`src/rtl/n64adv2_spdif_encoder.sv`:
```
`default_nettype none
// +--------------------------------------------------------------------------+
// | Module      : n64adv2_spdif_encoder                                      |
// | Description : IEC 60958 consumer S/PDIF transmitter. Packs a 24-bit      |
// |               stereo sample pair into one 128-half-bit frame and drives  |
// |               it out as a biphase-mark coded stream.                     |
// | Revision    : 1.0 - initial release                                      |
// +--------------------------------------------------------------------------+
module n64adv2_spdif_encoder #(
   parameter int HALFBIT_DIV = 2
) (
   input  logic        MCLK_i,
   input  logic        nRST_i,
   input  logic [23:0] PDATA_LEFT_i,
   input  logic [23:0] PDATA_RIGHT_i,
   input  logic        PDATA_VALID_i,
   input  logic        SPDIF_en,
   output logic        SPDIF_o,
   output logic        FRAME_START_o,
   output logic        UNDERRUN_o
);

   localparam int         DIV_W     = (HALFBIT_DIV > 1) ? $clog2(HALFBIT_DIV) : 1;
   localparam logic [7:0] PRE_B     = 8'b11101000;
   localparam logic [7:0] PRE_M     = 8'b11100010;
   localparam logic [7:0] PRE_W     = 8'b11100100;
   localparam logic [7:0] LAST_FRM  = 8'd191;

   logic [DIV_W-1:0] div_cnt;
   logic [6:0]       hb_cnt;      // [6] = subframe, [5:1] = slot, [0] = half
   logic [7:0]       frame_cnt;
   logic [23:0]      hold_l, hold_r, tx_l, tx_r;
   logic             pending;
   logic             prev_lvl;    // level seen just before the current preamble

   logic             tick;
   logic             frame_load;
   logic [4:0]       slot;
   logic [4:0]       bit_idx;
   logic [23:0]      sample;
   logic [7:0]       pattern;
   logic             c_bit;
   logic             data_bit;
   logic             pre_inv;
   logic             next_lvl;

   // The first enabled cycle is a tick so a restart begins without delay.
   assign tick       = SPDIF_en && (div_cnt == '0);
   assign frame_load = tick && (hb_cnt == 7'd0);
   assign slot       = hb_cnt[5:1];
   assign bit_idx    = slot - 5'd4;

   // Half-bit prescaler, parked at zero while disabled.
   always_ff @(posedge MCLK_i or negedge nRST_i) begin
      if (!nRST_i)
         div_cnt <= '0;
      else if (!SPDIF_en || (div_cnt == DIV_W'(HALFBIT_DIV - 1)))
         div_cnt <= '0;
      else
         div_cnt <= div_cnt + 1'b1;
   end

   // Half-bit position within the frame and channel-status frame index.
   always_ff @(posedge MCLK_i or negedge nRST_i) begin
      if (!nRST_i) begin
         hb_cnt    <= '0;
         frame_cnt <= '0;
      end else if (!SPDIF_en) begin
         hb_cnt    <= '0;
         frame_cnt <= '0;
      end else if (tick) begin
         hb_cnt <= hb_cnt + 7'd1;
         if (hb_cnt == 7'd127)
            frame_cnt <= (frame_cnt == LAST_FRM) ? 8'd0 : frame_cnt + 8'd1;
      end
   end

   // Sample holding pair; a strobe on the load cycle wins over the clear.
   always_ff @(posedge MCLK_i or negedge nRST_i) begin
      if (!nRST_i) begin
         hold_l  <= '0;
         hold_r  <= '0;
         pending <= 1'b0;
      end else if (PDATA_VALID_i) begin
         hold_l  <= PDATA_LEFT_i;
         hold_r  <= PDATA_RIGHT_i;
         pending <= 1'b1;
      end else if (frame_load) begin
         pending <= 1'b0;
      end
   end

   // Transmit pair, refreshed only at frame start when new data is waiting.
   always_ff @(posedge MCLK_i or negedge nRST_i) begin
      if (!nRST_i) begin
         tx_l <= '0;
         tx_r <= '0;
      end else if (frame_load && pending) begin
         tx_l <= hold_l;
         tx_r <= hold_r;
      end
   end

   // Level of the half-bit about to be sent.
   always_comb begin
      sample   = hb_cnt[6] ? tx_r : tx_l;
      c_bit    = (frame_cnt == 8'd2)  || (frame_cnt == 8'd25) || (frame_cnt == 8'd32) ||
                 (frame_cnt == 8'd33) || (frame_cnt == 8'd35);
      data_bit = 1'b0;
      if (slot <= 5'd27 && slot >= 5'd4)
         data_bit = sample[bit_idx];
      else if (slot == 5'd30)
         data_bit = c_bit;
      else if (slot == 5'd31)
         data_bit = (^sample) ^ c_bit;

      if (hb_cnt[6])
         pattern = PRE_W;
      else if (frame_cnt == 8'd0)
         pattern = PRE_B;
      else
         pattern = PRE_M;
      pre_inv = (hb_cnt[5:0] == 6'd0) ? SPDIF_o : prev_lvl;

      if (hb_cnt[5:3] == 3'd0)
         next_lvl = pattern[3'd7 - hb_cnt[2:0]] ^ pre_inv;
      else if (hb_cnt[0])
         next_lvl = SPDIF_o ^ data_bit;
      else
         next_lvl = ~SPDIF_o;
   end

   // Output flops: line level, preamble polarity and status pulses.
   always_ff @(posedge MCLK_i or negedge nRST_i) begin
      if (!nRST_i) begin
         SPDIF_o       <= 1'b0;
         prev_lvl      <= 1'b0;
         FRAME_START_o <= 1'b0;
         UNDERRUN_o    <= 1'b0;
      end else if (!SPDIF_en) begin
         SPDIF_o       <= 1'b0;
         prev_lvl      <= 1'b0;
         FRAME_START_o <= 1'b0;
         UNDERRUN_o    <= 1'b0;
      end else begin
         FRAME_START_o <= frame_load;
         UNDERRUN_o    <= frame_load && !pending;
         if (tick) begin
            SPDIF_o <= next_lvl;
            if (hb_cnt[5:0] == 6'd0)
               prev_lvl <= SPDIF_o;
         end
      end
   end

endmodule
`default_nettype wire

```
`config.mk`:
```
export PLATFORM = sky130hd
export DESIGN_NAME = n64adv2_spdif_encoder
export DESIGN_NICKNAME = d
export VERILOG_FILES = /design/src/rtl/n64adv2_spdif_encoder.sv
export SDC_FILE = /design/constraint.sdc
export NUM_CORES = 1
export LEC_CHECK = 0
export CELL_PAD_IN_SITES_DETAIL_PLACEMENT = 0
export CELL_PAD_IN_SITES_GLOBAL_PLACEMENT = 1
export CORE_ASPECT_RATIO = 1.2
export CORE_MARGIN = 4
export CORE_UTILIZATION = 52
export CTS_CLUSTER_SIZE = 10
export DETAILED_ROUTE_END_ITERATION = 6
export DONT_BUFFER_PORTS = 1
export PLACE_DENSITY_LB_ADDON = 0.1
export SLEW_MARGIN = 20
export SYNTH_ARGS = -nofsm -noshare
export SYNTH_HDL_FRONTEND = slang
export SYNTH_SLANG_ARGS = --single-unit
```
`constraint.sdc`:
```
create_clock -name MCLK_i -period 3.2 [get_ports MCLK_i]
set_clock_uncertainty 0.15 [all_clocks]
set_input_delay 0.64 -clock MCLK_i [delete_from_list [all_inputs] [get_ports MCLK_i]]
set_output_delay 0.64 -clock MCLK_i [all_outputs]
set_load 0.01 [all_outputs]
```
==> results.md <==
- Outcome: finished, violations left
- Failing checks: hold timing
- Worst R2R End: SPDIF_o
- Synth Register Bits: 117
- CTS Root Cell: clkbuf_16
- DRC viols: 0
- Number of nets in the layout: about 500
- Critical Path AT: roughly 3000 ps
- Synth Net Count: around 490
- Synth async-reset ratio: 1.000
- Worst rel slew slack: 0.6074
- VDD IR-drop max: roughly 0.47 mV
- Fin. max-slew vios: 0
- Clk Latency, worst-skew pair: 410 ps
- Worst slew pin tran: 583.6 ps
- Max stage delay on crit path: 610 ps
- Data required time of the critical path: about 3400 ps
- Max frequency: 353.7 MHz
- Sw frac: 0.2718
- Number of synthesized flops with an enable pin: 0
- Antenna Nets Post-Route: 0
- TritonRoute pass-1 iters: 4
- Fillers: 857
- # setup viols final: 0
- Post-DR wirelength/cell: 18.18 microns
- Initial antenna violation count: 0
- Startpoint types: flip-flop
- Die Span X: 103.8 microns
- Die H: 123.0 microns
- Core area: 10670 sq um
- Via total after detailed routing: 3306
- IO buf count: 0
- Synth Area per Inst: 13.30 sq um
- Yosys cell types: 43
- Switching power: 1.507 mW
- Crit end category: flip-flop
- Post-route setup TNS: 0 ps
- WP buf/inv: 1
- Power Internal: 4.036 mW
- Final period utilization: 0.8835
- Most common cell in the netlist: dfrtp_1
- CP Cell Sequence: buf_4, mux4_2, mux2_2, o21ai_0, nand2_1, a41o_1, o41ai_2, o2bb2ai_1
- CP delay by family, top: multiplexers
- Post-Synthesis Cells: about 430
- Synth Flop Type: dfrtp_1
- Largest net degree at the start of global routing: 118
- Reg clk slew, reported paths: 60 ps
- Diode count: 0
- Area Growth Syn to Fin: 12.94%
- Synthesized cell area: between 5000 and 6000 sq um
- CP max stage cell: dfrtp_1
- Clock group share of total power: 0.354
- R2r worst-path depth: 8
- Comb power frac: 0.257
- CTS Buf Count: 17
- Max Cap Violations: 0
- HP Class: in -> async
- Critical R2R Launch: hb_cnt[6]
- Fin crit period: 2827 ps
- Syn. warnings: 0
- Crit path kind: reg -> reg
- Critical-path maximum fanout: 13
- Hold slack: -223.0 ps
- Io pins: 55
- Global-route wire length before repair: 18080 microns
- Cell taking the most area after synthesis: dfrtp_1
- Maximum buffer depth of the clock tree: 2
- Hpwl dp: approximately 7300 microns
- Vias in the first global route: 3545
- Die ar.: about 13000 sq um
- Top-area cell type share of the netlist area: 0.5108
- H-tree depth: 4
- Final Hold Vio Count: ~120
- WL final: 10450 microns
- Post-DR vias/cell: 5.750
- Post-cts sizing count: 0
- Clock sink total: about 120
- GRT Util Overall: 0.1814
- Starting density of the core: 0.5372
- Placer Congestion: between 0.8 and 0.9
- RSZ-0062 raised after global routing: false
- Register-to-register setup slack: 370 ps
- Flop pwr share: 0.389
- Synth top cells by count: 117 x dfrtp_1, 98 x mux2_2, 27 x xor2_1, 19 x xnor2_1, 18 x nand2_1
- Remaining global-route overflow: 0
- Largest cells by area after synthesis: dfrtp_1 51%, mux2_2 19%, mux4_2 5.1%, xor2_1 4.1%, xnor2_1 2.9%
- Postcts setup bufs: 0
- FP Rows: 41
- CTS tree: yes
- PD cells: roughly 860 nW/um^2
- Lkg Pwr: 2.702 nW
- Layout cells sized above 1: 0.3386
- Iter 0 DRT Violations: 138
- Sequential share of the synthesized area: 0.5108
==> per-layer routing <==
| layer | vias up | track usage | wire, microns |
|---|---|---|---|
| met5 | - | 0 | 0 |
| met4 | 0 | 0.08313 | 144 |
| met3 | 12 | 0.04230 | 345 |
| met2 | 55 | 0.3049 | 5367 |
| met1 | 1695 | 0.2255 | 4594 |
| li1 | 1544 | - | - |
==> power groups by stage <==
stage	Combinational (mW)	Sequential [mW]	Clock, mW
2_1_floorplan	1.29	2.04	0
3_3_place_gp	1.41	2.18	0
3_5_place_dp	1.42	2.19	0
4_1_cts	1.44	2.16	2.01
5_1_grt	1.55	2.20	2.10
6_report	1.42	2.16	1.96
==> kinds of logic after synthesis <==
logic type	synth area share
mux	0.2681
flops	0.5108
simple gates	0.06243
xor+xnor	0.07422
buf+inv	0.02401
compound gates	0.03646
fa+ha+maj	0.02401
==> metrics by stage <==
step                      instance area [sq um]  worst slack [ps]  total power, mW  cells    util
final                                      6474             372.9            5.543    575  0.6067
after global routing                       6474             64.39            5.848    575  0.6067
after CTS                                  6474             321.1            5.616    575  0.6067
after detailed placement                   5849             344.8            3.609    543  0.5482
after global placement                     5849             387.8            3.585    543  0.5482
after floorplan                            5732             527.0            3.327    431       -
==> sequential cells by signal, summed over array words and instances (netlist names) <==
signal         count
FRAME_START_o      1
SPDIF_o            1
UNDERRUN_o         1
div_cnt            1
frame_cnt          8
hb_cnt             7
hold_l            24
hold_r            24
pending            1
prev_lvl           1
tx_l              24
tx_r              24
==> placed cells by master (no fill, tap or decap), types with 3 or more instances in the layout <==
| cell type | count |
|---|---|
| a21oi_1 | 5 |
| or3_1 | 3 |
| o21ai_0 | 5 |
| xnor2_1 | 19 |
| buf_4 | 4 |
| mux2i_1 | 14 |
| inv_1 | 11 |
| clkbuf_16 | 17 |
| inv_6 | 3 |
| xor2_1 | 27 |
| nor2_1 | 13 |
| dfrtp_1 | 117 |
| mux2_2 | 98 |
| clkinv_4 | 4 |
| ha_1 | 11 |
| nand3_1 | 8 |
| bufinv_16 | 3 |
| mux4_2 | 13 |
| a21boi_0 | 4 |
| nor2b_1 | 4 |
| and2_1 | 10 |
| nand2_1 | 17 |
==> layout make-up <==
| class | count | area, sq um | area share |
|---|---|---|---|
| clock buffers | 19 | 452.9 | 0.06997 |
| clock inverters | 13 | 171.4 | 0.02648 |
| inverters | 11 | 41.29 | 0.006378 |
| multi-input cells | 281 | 2669 | 0.4123 |
| flip-flops and latches | 117 | 2928 | 0.4523 |
| well taps | 129 | 161.4 | 0.02493 |
| repair buffers | 5 | 50.05 | 0.007731 |
==> worst max path at each step <==
stage / from / to / slack [ps] / depth (start not counted)
final: hb_cnt[6] / SPDIF_o / 370 / 8
after global routing: hb_cnt[1] / frame_cnt[7] / 60 / 9
after CTS: hb_cnt[1] / frame_cnt[7] / 320 / 9
after detailed placement: hb_cnt[1] / frame_cnt[7] / 340 / 9
after global placement: hb_cnt[1] / frame_cnt[7] / 390 / 9
after floorplan: hb_cnt[6] / SPDIF_o / 530 / 10
No activity file was read; power rests on OpenSTA's default activity.
